## src/rtl/edge_pkg.sv

```systemverilog
// Shared definitions for the edge-detection pipeline: image geometry defaults,
// divide-by-3 reciprocal constants and the grayscale stage state encoding.
package edge_pkg;

    localparam int IMG_WIDTH_DEF  = 540;
    localparam int IMG_HEIGHT_DEF = 720;

    // floor(x/3) == (x*683)>>11 holds exactly for every x in 0..765
    localparam int DIV3_MUL   = 683;
    localparam int DIV3_SHIFT = 11;

    typedef enum logic [1:0] {
        IDLE = 2'd0,
        RUN  = 2'd1,
        DONE = 2'd2
    } gray_state_t;

endpackage

```

## src/rtl/grayscale_if.sv

```systemverilog
// FIFO-side signal bundle of the grayscale stage: RGB FIFO read port, gray FIFO
// write port, end-of-frame pulse and the FSM state for observation.
interface grayscale_if;
    import edge_pkg::*;

    // Handshakes: a pop happens in any cycle with in_rd_en=1 (only raised while
    // in_empty=0, data taken from show-ahead in_dout); a push happens in any
    // cycle with gray_wr_en=1 (only raised while gray_full=0, data on gray_din).
    logic        in_rd_en;
    logic        in_empty;
    logic [23:0] in_dout;
    logic        gray_wr_en;
    logic        gray_full;
    logic [7:0]  gray_din;
    logic        done;
    gray_state_t state;

    modport master (
        output in_rd_en,
        output gray_wr_en,
        output gray_din,
        output done,
        output state,
        input  in_empty,
        input  in_dout,
        input  gray_full
    );

    modport slave (
        input  in_rd_en,
        input  gray_wr_en,
        input  gray_din,
        input  done,
        input  state,
        output in_empty,
        output in_dout,
        output gray_full
    );

endinterface

```

## src/rtl/div3.sv

```systemverilog
// Combinational exact divide-by-3 for sums of three 8-bit channels (0..765),
// done as a reciprocal multiply so no divider is inferred.
module div3
    import edge_pkg::*;
(
    input  logic [9:0] sum_i,
    output logic [7:0] gray_o
);

    localparam int PW = 20;

    assign gray_o = 8'((PW'(sum_i) * PW'(DIV3_MUL)) >> DIV3_SHIFT);

endmodule

```

## src/rtl/grayscale.sv

```systemverilog
// RGB-to-gray front end: pops RGB pixels, averages the three channels through a
// two-stage stallable pipeline and pushes gray pixels, pulsing done per frame.
module grayscale
    import edge_pkg::*;
#(
    parameter int IMG_WIDTH  = IMG_WIDTH_DEF,
    parameter int IMG_HEIGHT = IMG_HEIGHT_DEF
) (
    input logic         clock,
    input logic         reset,
    grayscale_if.master g
);

    localparam int TOTAL = IMG_WIDTH * IMG_HEIGHT;
    localparam int CW    = $clog2(TOTAL + 1);
    localparam logic [CW-1:0] TOTAL_C = CW'(TOTAL);
    localparam logic [CW-1:0] LAST_C  = CW'(TOTAL - 1);

    gray_state_t   state_q, state_d;
    logic [CW-1:0] rd_count_q, rd_count_d;
    logic [CW-1:0] wr_count_q, wr_count_d;
    logic          s1_valid_q, s1_valid_d;
    logic [9:0]    s1_sum_q, s1_sum_d;
    logic          s2_valid_q, s2_valid_d;
    logic [7:0]    s2_gray_q, s2_gray_d;

    logic          advance;
    logic          pop;
    logic          push;
    logic          done;
    logic [7:0]    div_gray;

    // A valid S2 that cannot drain freezes the whole pipeline
    assign advance = !(s2_valid_q && g.gray_full);
    assign push    = s2_valid_q && !g.gray_full;

    div3 u_div3 (
        .sum_i  (s1_sum_q),
        .gray_o (div_gray)
    );

    always_ff @(posedge clock or negedge reset) begin
        if (!reset) begin
            state_q <= IDLE;
        end else begin
            state_q <= state_d;
        end
    end

    always_comb begin
        state_d = state_q;
        unique case (state_q)
            IDLE: if (!g.in_empty) state_d = RUN;
            RUN:  if (push && (wr_count_q == LAST_C)) state_d = DONE;
            DONE: state_d = IDLE;
            default: state_d = IDLE;
        endcase
    end

    always_comb begin
        pop  = advance && !g.in_empty && (state_q == RUN) && (rd_count_q < TOTAL_C);
        done = (state_q == DONE);
    end

    always_comb begin
        s1_valid_d = s1_valid_q;
        s1_sum_d   = s1_sum_q;
        s2_valid_d = s2_valid_q;
        s2_gray_d  = s2_gray_q;
        if (advance) begin
            s1_valid_d = pop;
            if (pop) begin
                s1_sum_d = 10'(g.in_dout[23:16]) + 10'(g.in_dout[15:8]) + 10'(g.in_dout[7:0]);
            end
            s2_valid_d = s1_valid_q;
            if (s1_valid_q) begin
                s2_gray_d = div_gray;
            end
        end
    end

    // Counters restart in DONE so the next frame begins at pixel 0
    always_comb begin
        rd_count_d = rd_count_q;
        wr_count_d = wr_count_q;
        if (state_q == DONE) begin
            rd_count_d = '0;
            wr_count_d = '0;
        end else begin
            if (pop)  rd_count_d = rd_count_q + 1'b1;
            if (push) wr_count_d = wr_count_q + 1'b1;
        end
    end

    always_ff @(posedge clock or negedge reset) begin
        if (!reset) begin
            s1_valid_q <= 1'b0;
            s1_sum_q   <= '0;
            s2_valid_q <= 1'b0;
            s2_gray_q  <= '0;
            rd_count_q <= '0;
            wr_count_q <= '0;
        end else begin
            s1_valid_q <= s1_valid_d;
            s1_sum_q   <= s1_sum_d;
            s2_valid_q <= s2_valid_d;
            s2_gray_q  <= s2_gray_d;
            rd_count_q <= rd_count_d;
            wr_count_q <= wr_count_d;
        end
    end

    assign g.in_rd_en   = pop;
    assign g.gray_wr_en = push;
    assign g.gray_din   = s2_gray_q;
    assign g.done       = done;
    assign g.state      = state_q;

endmodule
```

## src/flat_wrapper.sv

```systemverilog
// flat-port wrapper written by rule: the top's interface ports become plain ports
module grayscale_flat import edge_pkg::*;
#(
    parameter int IMG_WIDTH  = IMG_WIDTH_DEF,
    parameter int IMG_HEIGHT = IMG_HEIGHT_DEF
)
  (clock, reset, g_in_rd_en, g_gray_wr_en, g_gray_din, g_done, g_state, g_in_empty, g_in_dout, g_gray_full);
  grayscale_if g_i ();
  input logic clock;
  input logic reset;
  output wire logic [$bits(g_i.in_rd_en)-1:0] g_in_rd_en;
  output wire logic [$bits(g_i.gray_wr_en)-1:0] g_gray_wr_en;
  output wire logic [$bits(g_i.gray_din)-1:0] g_gray_din;
  output wire logic [$bits(g_i.done)-1:0] g_done;
  output wire logic [$bits(g_i.state)-1:0] g_state;
  input wire logic [$bits(g_i.in_empty)-1:0] g_in_empty;
  input wire logic [$bits(g_i.in_dout)-1:0] g_in_dout;
  input wire logic [$bits(g_i.gray_full)-1:0] g_gray_full;
  assign g_in_rd_en = g_i.in_rd_en;
  assign g_gray_wr_en = g_i.gray_wr_en;
  assign g_gray_din = g_i.gray_din;
  assign g_done = g_i.done;
  assign g_state = g_i.state;
  assign g_i.in_empty = g_in_empty;
  assign g_i.in_dout = g_in_dout;
  assign g_i.gray_full = g_gray_full;
  grayscale #(.IMG_WIDTH(IMG_WIDTH), .IMG_HEIGHT(IMG_HEIGHT)) u_core (.clock(clock), .reset(reset), .g(g_i));
endmodule
```

## config.mk

```make
export PLATFORM = sky130hd
export DESIGN_NAME = grayscale_flat
export DESIGN_NICKNAME = d
export VERILOG_FILES = /design/src/rtl/edge_pkg.sv /design/src/rtl/grayscale_if.sv /design/src/rtl/div3.sv /design/src/rtl/grayscale.sv /design/src/flat_wrapper.sv
export SDC_FILE = /design/constraint.sdc
export NUM_CORES = 1
export LEC_CHECK = 0
export BUFFER_PORTS_ARGS = -buffer_cell sky130_fd_sc_hd__buf_2
export CAP_MARGIN = 10
export CORE_MARGIN = 10
export CORE_UTILIZATION = 35
export CTS_BUF_LIST = sky130_fd_sc_hd__clkbuf_2
export DETAILED_ROUTE_END_ITERATION = 8
export GPL_TIMING_DRIVEN = 0
export SLEW_MARGIN = 15
export SYNTH_ARGS = -nofsm -noshare
export SYNTH_HDL_FRONTEND = slang
export SYNTH_SLANG_ARGS = --single-unit
```

## constraint.sdc

```tcl
create_clock -name clock -period 6.8 [get_ports clock]
set_input_delay 0.34 -clock clock [delete_from_list [all_inputs] [get_ports clock]]
set_output_delay 0.34 -clock clock [all_outputs]
set_load 0.005 [all_outputs]
```

---- Yosys cells after proc, flatten, opt, wreduce, memory -nomap -nowiden ----
Index checks and enable logic that the tools add are counted.
storage, ports and cells
  input bits .............................. 28
  flip-flop bits (word level) ............. 60
  logic and storage cells ................. 41
operators by class
  magnitude comparators ................... 1
  equality and inequality tests ........... 5
  bitwise logic cells ..................... 1
  add/subtract/negate cells ............... 4
  reduce and logical (&&, ||, !) cells .... 15
  $mul .................................... 1
  multiplexer cells ....................... 7
operators with widths
  cell                      count
  $mux W19                  4
  $add A19 B1 Y19 const B   2
  $eq A19 B19 Y1 const B    1
  $lt A19 B19 Y1 const B    1
  $mul A10 B10 Y19 const B  1
  $add A10 B8 Y10           1
  $add A8 B8 Y9             1
  $logic_and A1 B1 Y1       6
  $reduce_and A2 Y1         3
  $mux W2                   2
  $pmux W2 S2               1
  $reduce_bool A2 Y1        2
  $logic_not A1 Y1          3
  $eq A2 B1 Y1 const B      1
  $eq A2 B2 Y1 const B      1
  $logic_not A2 Y1          1
  $ne A2 B1 Y1 const B      1
  $ne A2 B2 Y1 const B      1
  $not A1 Y1                1

---- Longest topological paths before layout ----
Gate-level depths: netlist of run 1.
  word-level depth ........................ 7
  gate-level depth with buffers ........... 16

---- Modules after synthesis ----
A second synthesis of run 1 with hierarchy kept.
second synthesis, totals
  cell total of the unflattened synthesis .. 496
  area total of the unflattened synthesis .. 4878.4 µm²
modules (own cells, without submodules)
  module     times used  cells each  seq. area each (µm²)  area each (µm²)
  grayscale  1           315         1501.4                3183.1
  div3       1           181         0.0                   1695.4

---- Worst setup path before layout of run 1 ----
OpenSTA, ideal clock, no wires.
  kind .................................... reg2reg
  start ................................... register u_core.s1_sum_q[6]
  end ..................................... register u_core.s2_gray_q[5], in the netlist u_core.g.gray_din[5]
  buffers on the path ..................... 1
  arrival time ............................ 4.104 ns
  setup slack ............................. 2.572 ns
  cell stages (with the launch flop) ...... 15
  library setup time ...................... 0.124 ns
  path through ............................ dfrtp_1 ha_1 ha_1 fa_1 inv_1 fa_1 fa_1 inv_1 ha_1 clkbuf_1 a21o_1 a31o_2 a211oi_1 nor2_1 a211o_1
between the ends
  longest elaborated chain between the ends .. 1
RTL lines
  item                    RTL line          text
  start, declared         grayscale.sv:23   logic [9:0] s1_sum_q, s1_sum_d;
  start signal, assigned  grayscale.sv:105  s1_sum_q <= s1_sum_d;
  $mul A10 B10 Y19        div3.sv:12        assign gray_o = 8'((PW'(sum_i) * PW'(DIV3_MUL)) >> DIV3_SHIFT);
  end signal, assigned    grayscale.sv:107  s2_gray_q <= s2_gray_d;
  end, declared           grayscale.sv:25   logic [7:0] s2_gray_q, s2_gray_d;
No other way between the ends.
A chain may end at the register's enable or synchronous reset.

---- Worst setup path in the final report of run 1 ----
  start ................................... register u_core.s1_sum_q[5]
  end ..................................... register u_core.s2_gray_q[7], in the netlist u_core.g.gray_din[7]
The elaborated chain is that of the path after synthesis.

==> flow_metrics.tcl, run 1 <==
set metrics [dict create \
    vias 4334 \
    synthesis.area_um2 5240 \
    fin_worst_skew_ps 34.0 \
    min_path_type "in2reg" \
    start_kind "flip-flop" \
    portBuffers 40 \
    yosys_warnings 0 \
    die_area_um2 20300 \
    globalRoute.busiestLayer "met2" \
    rows 44 \
    end_kind "flip-flop" \
    antenna_found_initial 1 \
    num_io_pins 41 \
    cts.root.buffer_cell "clkbuf_2" \
    clock_sinks 60 \
    htreeDepth 3 \
    synth_edf_count 0 \
    die_h_um 142 \
    yosysMostFrequentCell "ha_1" \
    wl_per_cell_um 14.3 \
    drc 0 \
    cp_max_fo 5 \
    clockBufferDepth 2 \
    min_period_over_period 0.698 \
    synth_top_area_cell "dfrtp_1" \
    worst_pin_slew_ps 780 \
    relSlewSlack 0.480 \
    grt_usage 0.121 \
    cp.required_ps 7240 \
    rsz0062_at_grt "false" \
    globalRouteMet3Util 0.0160 \
    viasPerCell 5.33 \
    place_congestion 0.891 \
    clk_latency_ps 490 \
    final_layout_size_suffix_gt1_frac 0.108 \
    post-route-min-period_ps 4750 \
    maxCapViolations 0 \
    synthFlopType "dfrtp_1" \
    cts_made_buffers 9 \
    setup_tns_ps 0 \
    grt_max_degree 61 \
    fp.dieW_um 142 \
    gr-total-overflow 0 \
    wirelength_um 11700 \
    use_met1 0.148 \
    outcome "finished, final reports clean" \
    final_antenna_net_count 0 \
    yosys-top-cells-area "dfrtp_1, ha_1, fa_1" \
    cts_tree "yes" \
    ys_async_sr_fraction 1.00 \
    synth.net_count 699 \
    synth_top_area_share 0.286 \
    fin_nets 751 \
    post_cts_buffers 0 \
    synthCells 572 \
    syn2layout_area_growth_pct 10.9 \
    synth.distinct_cells 58 \
    place_hpwl_um 9330 \
    start_util 0.359 \
    slew_violations 0 \
    drt-initial-drc-count 301 \
    ys_ff_latch 60 \
    setup_violations 0 \
    fmax_mhz 211 \
    ys_top_cells_by_count "ha_1, nand2_1, dfrtp_1" \
    grt_pass1_vias 4500 \
    clkTransAtPathRegs_ps 190 \
    core-area_um2 14600 \
    syn_avg_cell_area_um2 9.17 \
    crit_type "reg2reg" \
    finalHoldViolations 0 \
    worstPathArrival_ps 5180 \
    met2_usage 0.213 \
    grt_pass1_wl_um 20900 \
    dr.pass1.iters 5 \
    synth.yosys.seq_area_share 0.286 \
]
## placed cells by master, fill, tap and decap left out, types with 3 or more instances in the layout
master / netlist / layout
ha_1: 76 / 76
nand2_1: 62 / 62
dfrtp_1: 60 / 60
inv_1: 51 / 51
buf_2: 4 / 43
a21oi_1: 33 / 33
nor2_1: 32 / 32
o21ai_0: 23 / 23
fa_1: 23 / 23
nand3_1: 20 / 20
xnor2_1: 16 / 16
xor2_1: 15 / 15
or3_1: 13 / 13
nand4_1: 13 / 13
nor3_1: 12 / 12
clkbuf_2: 1 / 11
clkbuf_1: 10 / 10
nand2b_1: 9 / 9
mux2i_1: 8 / 8
o31ai_1: 7 / 7
a21o_1: 6 / 6
or4_1: 6 / 6
nor4_1: 6 / 6
a211oi_1: 6 / 6
and3_1: 5 / 5
o311ai_0: 5 / 5
o21a_1: 5 / 5
nor2b_1: 4 / 4
o211ai_1: 3 / 3
a31oi_1: 3 / 3
and4_1: 3 / 3
o2111ai_1: 3 / 3
## sequential cells by signal, indices dropped and copies added, names as in the netlist
| name | count |
|---|---|
| u_core.g.gray_din | 8 |
| u_core.g.state | 2 |
| u_core.rd_count_q | 19 |
| u_core.s1_sum_q | 10 |
| u_core.s1_valid_q | 1 |
| u_core.s2_valid_q | 1 |
| u_core.wr_count_q | 19 |
## through the flow
step	instances	hold WS [ps]	util	worst slack (ps)	instance area, µm²
floorplan	572	44.4	-	2570	5240
global placement	796	469	0.389	2100	5670
detailed placement	796	460	0.389	2070	5680
CTS	812	113	0.398	2030	5810
global route	813	122	0.399	1780	5820
finish	813	156	0.399	2050	5820
## routing by layer
metal	routed length, µm	vias up
met4	167	0
met2	6050	49
met5	0	-
met3	236	16
li1	-	2144
met1	5190	2125
## what timing repair did
action | CTS | global route
hold endpoints to repair | 60 | 0
hold buffers | 1 | 0
gates resized for setup | 0 | 0
## logic make-up after synthesis
family | Yosys count | synth area share
and+or+nand+nor | 194 | 0.184
muxes | 9 | 0.0174
xor gates and xnor gates | 32 | 0.0561
adders and majority gates | 99 | 0.269
AOI/OAI and AO/OA | 110 | 0.137
DFF | 60 | 0.286
buffers and inverters | 68 | 0.0499
## worst paths after layout
kind	startpoint	end	slack [ps]	cells past startpoint
max	u_core.s1_sum_q[5]	u_core.g.gray_din[7]	2050	15
min	g_gray_full	u_core.s1_valid_q	160	3
max reg2reg	u_core.s1_sum_q[5]	u_core.g.gray_din[7]	2050	15
min reg2reg	u_core.g.state[1]	u_core.g.state[0]	520	1
max in group asynchronous	reset	u_core.rd_count_q[12]	5820	2
min in group asynchronous	reset	u_core.g.gray_din[7]	440	2
## final cells by class
cell class | count | area (µm²)
fill | 1451 | 8770
multi-input combinational | 444 | 3480
sequential | 60 | 1500
tap | 184 | 230
timing repair buffer | 41 | 213
inverter | 52 | 195
clock inverter | 5 | 77.6
buffer | 16 | 66.3
clock buffer | 10 | 50.0
antenna | 1 | 2.50
## worst max-delay path: stages (launching register included)
cell and delay [ps]:
dfrtp_1 510, ha_1 350, ha_1 270, inv_1 50, fa_1 540, inv_1 50
fa_1 510, inv_1 60, fa_1 510, inv_1 40, ha_1 340, nand3_1 110
a221oi_1 440, a211oi_1 210, or4_1 570, nand4_1 130
Power of run 1 is not shown: default switching activity piles up to over one toggle a cycle in this logic, so the estimate is an artifact.
==> run 2, diff against run 1 <==
clock period = 3.82 ns   (was 6.8 ns; I/O delays follow)
==> flow_metrics.tcl, run 2 (synthesized netlist as in run 1, its figures left out) <==
set metrics [dict create \
    hp-start "g_in_dout[1]" \
    end_kind "flip-flop" \
    grt_pass1_vias 4790 \
    worstPathArrival_ps 4520 \
    slew_violations 0 \
    dr.pass1.iters 5 \
    finalHoldViolations 0 \
    nFillCells 1348 \
    cts.root.buffer_cell "clkbuf_2" \
    wl_per_cell_um 15.0 \
    reg2reg_from "u_core.s1_sum_q[5]" \
    vias 4519 \
    fin_worst_skew_ps 31.6 \
    grt_usage 0.130 \
    final_layout_size_suffix_gt1_frac 0.247 \
    min_path_type "in2reg" \
    cp_cell_sequence "ha_4 > ha_4 > inv_2 > fa_1 > inv_1 > fa_1 > inv_1 > fa_1 > inv_2 > ha_4 > nand3_4 > a221o_2 > a211oi_4 > mux2i_1 > o311ai_1" \
    clockBufferDepth 2 \
    gr-total-overflow 0 \
    fp.dieW_um 142 \
    drt-initial-drc-count 272 \
    holdPathEnd "u_core.s1_sum_q[1]" \
    post-route-min-period_ps 4070 \
    startpoint "u_core.s1_sum_q[5]" \
    syn2layout_area_growth_pct 24.6 \
    preCtsSetupSlack_ps -471 \
    wirelength_um 12700 \
    min_period_over_period 1.07 \
    num_io_pins 41 \
    slowest_delay_ps 500 \
    antenna_found_initial 0 \
    violations "setup timing" \
    worst-path-stages 15 \
    setup_violations 8 \
    crit_buf_inv 4 \
    antenna_cells 0 \
    multi_input_area_um2 3910 \
    crit_type "reg2reg" \
    clk_latency_ps 550 \
    viasPerCell 5.33 \
    die_h_um 142 \
    grt_pass1_wl_um 22000 \
    clkTransAtPathRegs_ps 200 \
    final_antenna_net_count 0 \
    worstHoldPathCells 4 \
    cp.required_ps 4270 \
    die_area_um2 20300 \
    final_common_cell "nand2_1" \
    final-seq-area_um2 1510 \
    final_cell_mix "nand2_1, ha_1, dfrtp_1" \
    maxCapViolations 0 \
    start_kind "flip-flop" \
    clock_sinks 60 \
    place_hpwl_um 9280 \
    cts_made_buffers 9 \
    cp_max_fo 4 \
    fin_nets 786 \
    cts_tree "yes" \
    place_congestion 0.864 \
    setup_ws_ps -253 \
    portBuffers 40 \
    worst_pin_slew_ps 795 \
    rsz0062_at_grt "true" \
    fmax_mhz 246 \
    outcome "complete, but fails checks" \
    rows 44 \
    ff2ff_setup_slack_ps -250 \
    r2r_cells 15 \
    reg_top3 "u_core.rd_count_q (19), u_core.wr_count_q (19), u_core.s1_sum_q (10)" \
    core-area_um2 14600 \
    r2r_end "u_core.g.gray_din[6]" \
    crit_family "adder cells" \
    grt_max_degree 61 \
    relSlewSlack 0.469 \
    htreeDepth 3 \
    start_util 0.359 \
    cpMaxStageDelayCell "dfrtp_2" \
    drc 0 \
]
[run 2: tightest hold or removal path: cells and delay by family]
| kind | cells | cell delay (ps) |
|---|---|---|
| and+or+nand+nor | 2 | 100 |
| adders and majority gates | 1 | 160 |
| buffers and inverters | 1 | 110 |
[run 2: how the worst max path moves through the flow]
stage,end,slack (ps)
6_report,u_core.g.gray_din[6],-250
3_3_place_gp,u_core.g.gray_din[5],-440
2_1_floorplan,u_core.g.gray_din[5],-110
5_1_grt,u_core.g.gray_din[6],-430
4_1_cts,u_core.g.gray_din[6],-280
3_5_place_dp,u_core.g.gray_din[5],-470
[run 2: repair_timing]
| action | in CTS | in global routing |
|---|---|---|
| hold buffers | 4 | 0 |
| buffers inserted | 23 | 13 |
| resized for setup | 40 | 29 |
| pin swaps | 29 | 33 |
| endpoints found under the setup margin | 8 | 8 |
| hold endpoints to repair | 64 | 0 |
[run 2: stage by stage]
step | TNS (ps) | instances | utilization | hold WS (ps) | cell area (µm²)
final | -1620 | 848 | 0.448 | 31.1 | 6530
after global routing | -2800 | 848 | 0.448 | 31.4 | 6530
after CTS | -1570 | 839 | 0.432 | 13.4 | 6300
after detailed placement | -3000 | 796 | 0.396 | 335 | 5780
after global placement | -2770 | 796 | 0.396 | 462 | 5780
after floorplan | -351 | 572 | - | -105 | 5350
[run 2: layout make-up]
cell class	instances	share of cell area
sequential	60	0.231
buffer	13	0.00977
tap	184	0.0352
timing repair buffer	79	0.0791
clock buffer	10	0.00766
multi-input combinational	444	0.598
inverter	52	0.0299
clock inverter	6	0.00843
[run 2: metal layers]
metal	global-route usage	vias up	wire length, µm	part of all wire
met3	0.0307	13	331	0.026
met5	0	-	0	0
met4	0.0319	0	157	0.012
met2	0.238	41	6760	0.53
li1	-	2212	-	-
met1	0.146	2253	5480	0.43
Power of run 2 is left out for the same reason.
==> run 3, diff against run 2 <==
clock period = 4.45 ns   (was 3.82 ns; I/O delays follow)
==> flow_metrics.tcl, run 3 (synthesized netlist as in run 1, its figures left out) <==
set metrics [dict create \
    min_period_over_period 0.970 \
    relSlewSlack 0.470 \
    clockBufferDepth 2 \
    antenna_found_initial 1 \
    core-area_um2 14600 \
    crit_type "reg2reg" \
    htreeDepth 3 \
    cp_max_fo 8 \
    reg_top3 "u_core.rd_count_q (19), u_core.wr_count_q (19), u_core.s1_sum_q (10)" \
    ff2ff_setup_slack_ps 130 \
    final_cell_mix "ha_1, nand2_1, dfrtp_1" \
    grt_pass1_vias 4547 \
    r2r_cells 12 \
    r2r_end "u_core.g.gray_din[6]" \
    drt-initial-drc-count 272 \
    clock_sinks 60 \
    reg2reg_from "u_core.s1_sum_q[5]" \
    maxCapViolations 0 \
    layoutNonFillerInstCount 823 \
    rows 44 \
    end_kind "flip-flop" \
    syn2layout_area_growth_pct 15.5 \
    wl_met1_um 5380 \
    crit_path_end "u_core.g.gray_din[6]" \
    worstHoldPathCells 4 \
    min_path_type "in2reg" \
    fp.dieW_um 142 \
    start_util 0.359 \
    met2_length_um 6240 \
    dr.pass1.iters 5 \
    clk_latency_ps 490 \
    final_antenna_net_count 0 \
    routed.top_layer "met4" \
    startpoint "u_core.s1_sum_q[5]" \
    grt_pass1_wl_um 21200 \
    fmax_mhz 232 \
    worstPathArrival_ps 4690 \
    worst_pin_slew_ps 793 \
    drc 0 \
    fin_worst_skew_ps 38.2 \
    place_hpwl_um 9330 \
    vias 4406 \
    outcome "finished, final reports clean" \
    cts_made_buffers 9 \
    portBuffers 40 \
    post-route-min-period_ps 4320 \
    cts_tree "yes" \
    cts.root.buffer_cell "clkbuf_2" \
    die_area_um2 20300 \
    setup_violations 0 \
    final_layout_size_suffix_gt1_frac 0.163 \
    place_congestion 0.891 \
    setup_ws_ps 134 \
    dp.cells 796 \
    grt_usage 0.123 \
    route.met3.wl_um 250 \
    start_kind "flip-flop" \
    clkTransAtPathRegs_ps 190 \
    gr-total-overflow 0 \
    wirelength_um 12100 \
    final_common_cell "ha_1" \
    wl_per_cell_um 14.7 \
    hp-start "g_in_dout[0]" \
    fin_nets 761 \
    cp.required_ps 4820 \
    preCtsSetupSlack_ps -285 \
    grt_max_degree 61 \
    slew_violations 0 \
    viasPerCell 5.35 \
    finalHoldViolations 0 \
    num_io_pins 41 \
    die_h_um 142 \
]
[run 3: cell count changes in the layout (fill, tap and decap cells not counted), moves of 4 or more]
cell     change
inv_2        -5
ha_1        +12
nand2_1      +5
nand2_2      -5
buf_4       -20
a21oi_1      +6
ha_4        -13
inv_1        +5
a21oi_4      -4
[run 3: layer usage]
| metal | global-route usage | up-vias |
|---|---|---|
| met5 | 0 | - |
| met4 | 0.0410 | 0 |
| met2 | 0.215 | 49 |
| met1 | 0.152 | 2177 |
| li1 | - | 2164 |
| met3 | 0.0157 | 16 |
[run 3: worst min path at each step]
stage                            to  slack (ps)
2_1_floorplan  u_core.g.gray_din[0]         -70
3_3_place_gp   u_core.g.gray_din[7]         470
3_5_place_dp   u_core.g.gray_din[7]         340
4_1_cts          u_core.s1_sum_q[0]          30
5_1_grt          u_core.s1_sum_q[0]          30
6_report         u_core.s1_sum_q[0]          60
[run 3: layout make-up]
cell class | count | area (µm²)
buffer | 14 | 61.3
clock inverter | 5 | 77.6
antenna | 1 | 2.50
sequential | 60 | 1510
fill | 1421 | 8540
inverter | 52 | 195
tap | 184 | 230
timing repair buffer | 53 | 305
clock buffer | 10 | 50.0
multi-input combinational | 444 | 3620
[run 3: worst max-delay path, cell delays in order, from the launching register on]
cell and delay, ps:
dfrtp_2 480, buf_4 160, ha_1 310, fa_1 470
fa_1 540, fa_1 430, ha_1 350, ha_4 320
nand2_1 90, or3_1 420, a211oi_2 230, mux2i_1 240
o311ai_0 170
[run 3: timing repair]
item | CTS | global route
gates resized for setup | 13 | 20
endpoints found under the setup margin | 6 | 8
hold endpoints to repair | 61 | 0
pin swaps | 0 | 2
hold buffers | 2 | 0
setup buffers | 5 | 6
[run 3: through the flow]
stage / hold slack [ps] / TNS [ps] / util / cell area, µm²
after floorplan: -73.1 / 0 / - / 5240
after global placement: 469 / -938 / 0.389 / 5670
after detailed placement: 343 / -971 / 0.389 / 5680
after CTS: 25.9 / 0 / 0.404 / 5900
after global routing: 26.7 / -5.79 / 0.415 / 6050
final: 61.0 / 0 / 0.415 / 6050
Power of run 3 is left out for the same reason.
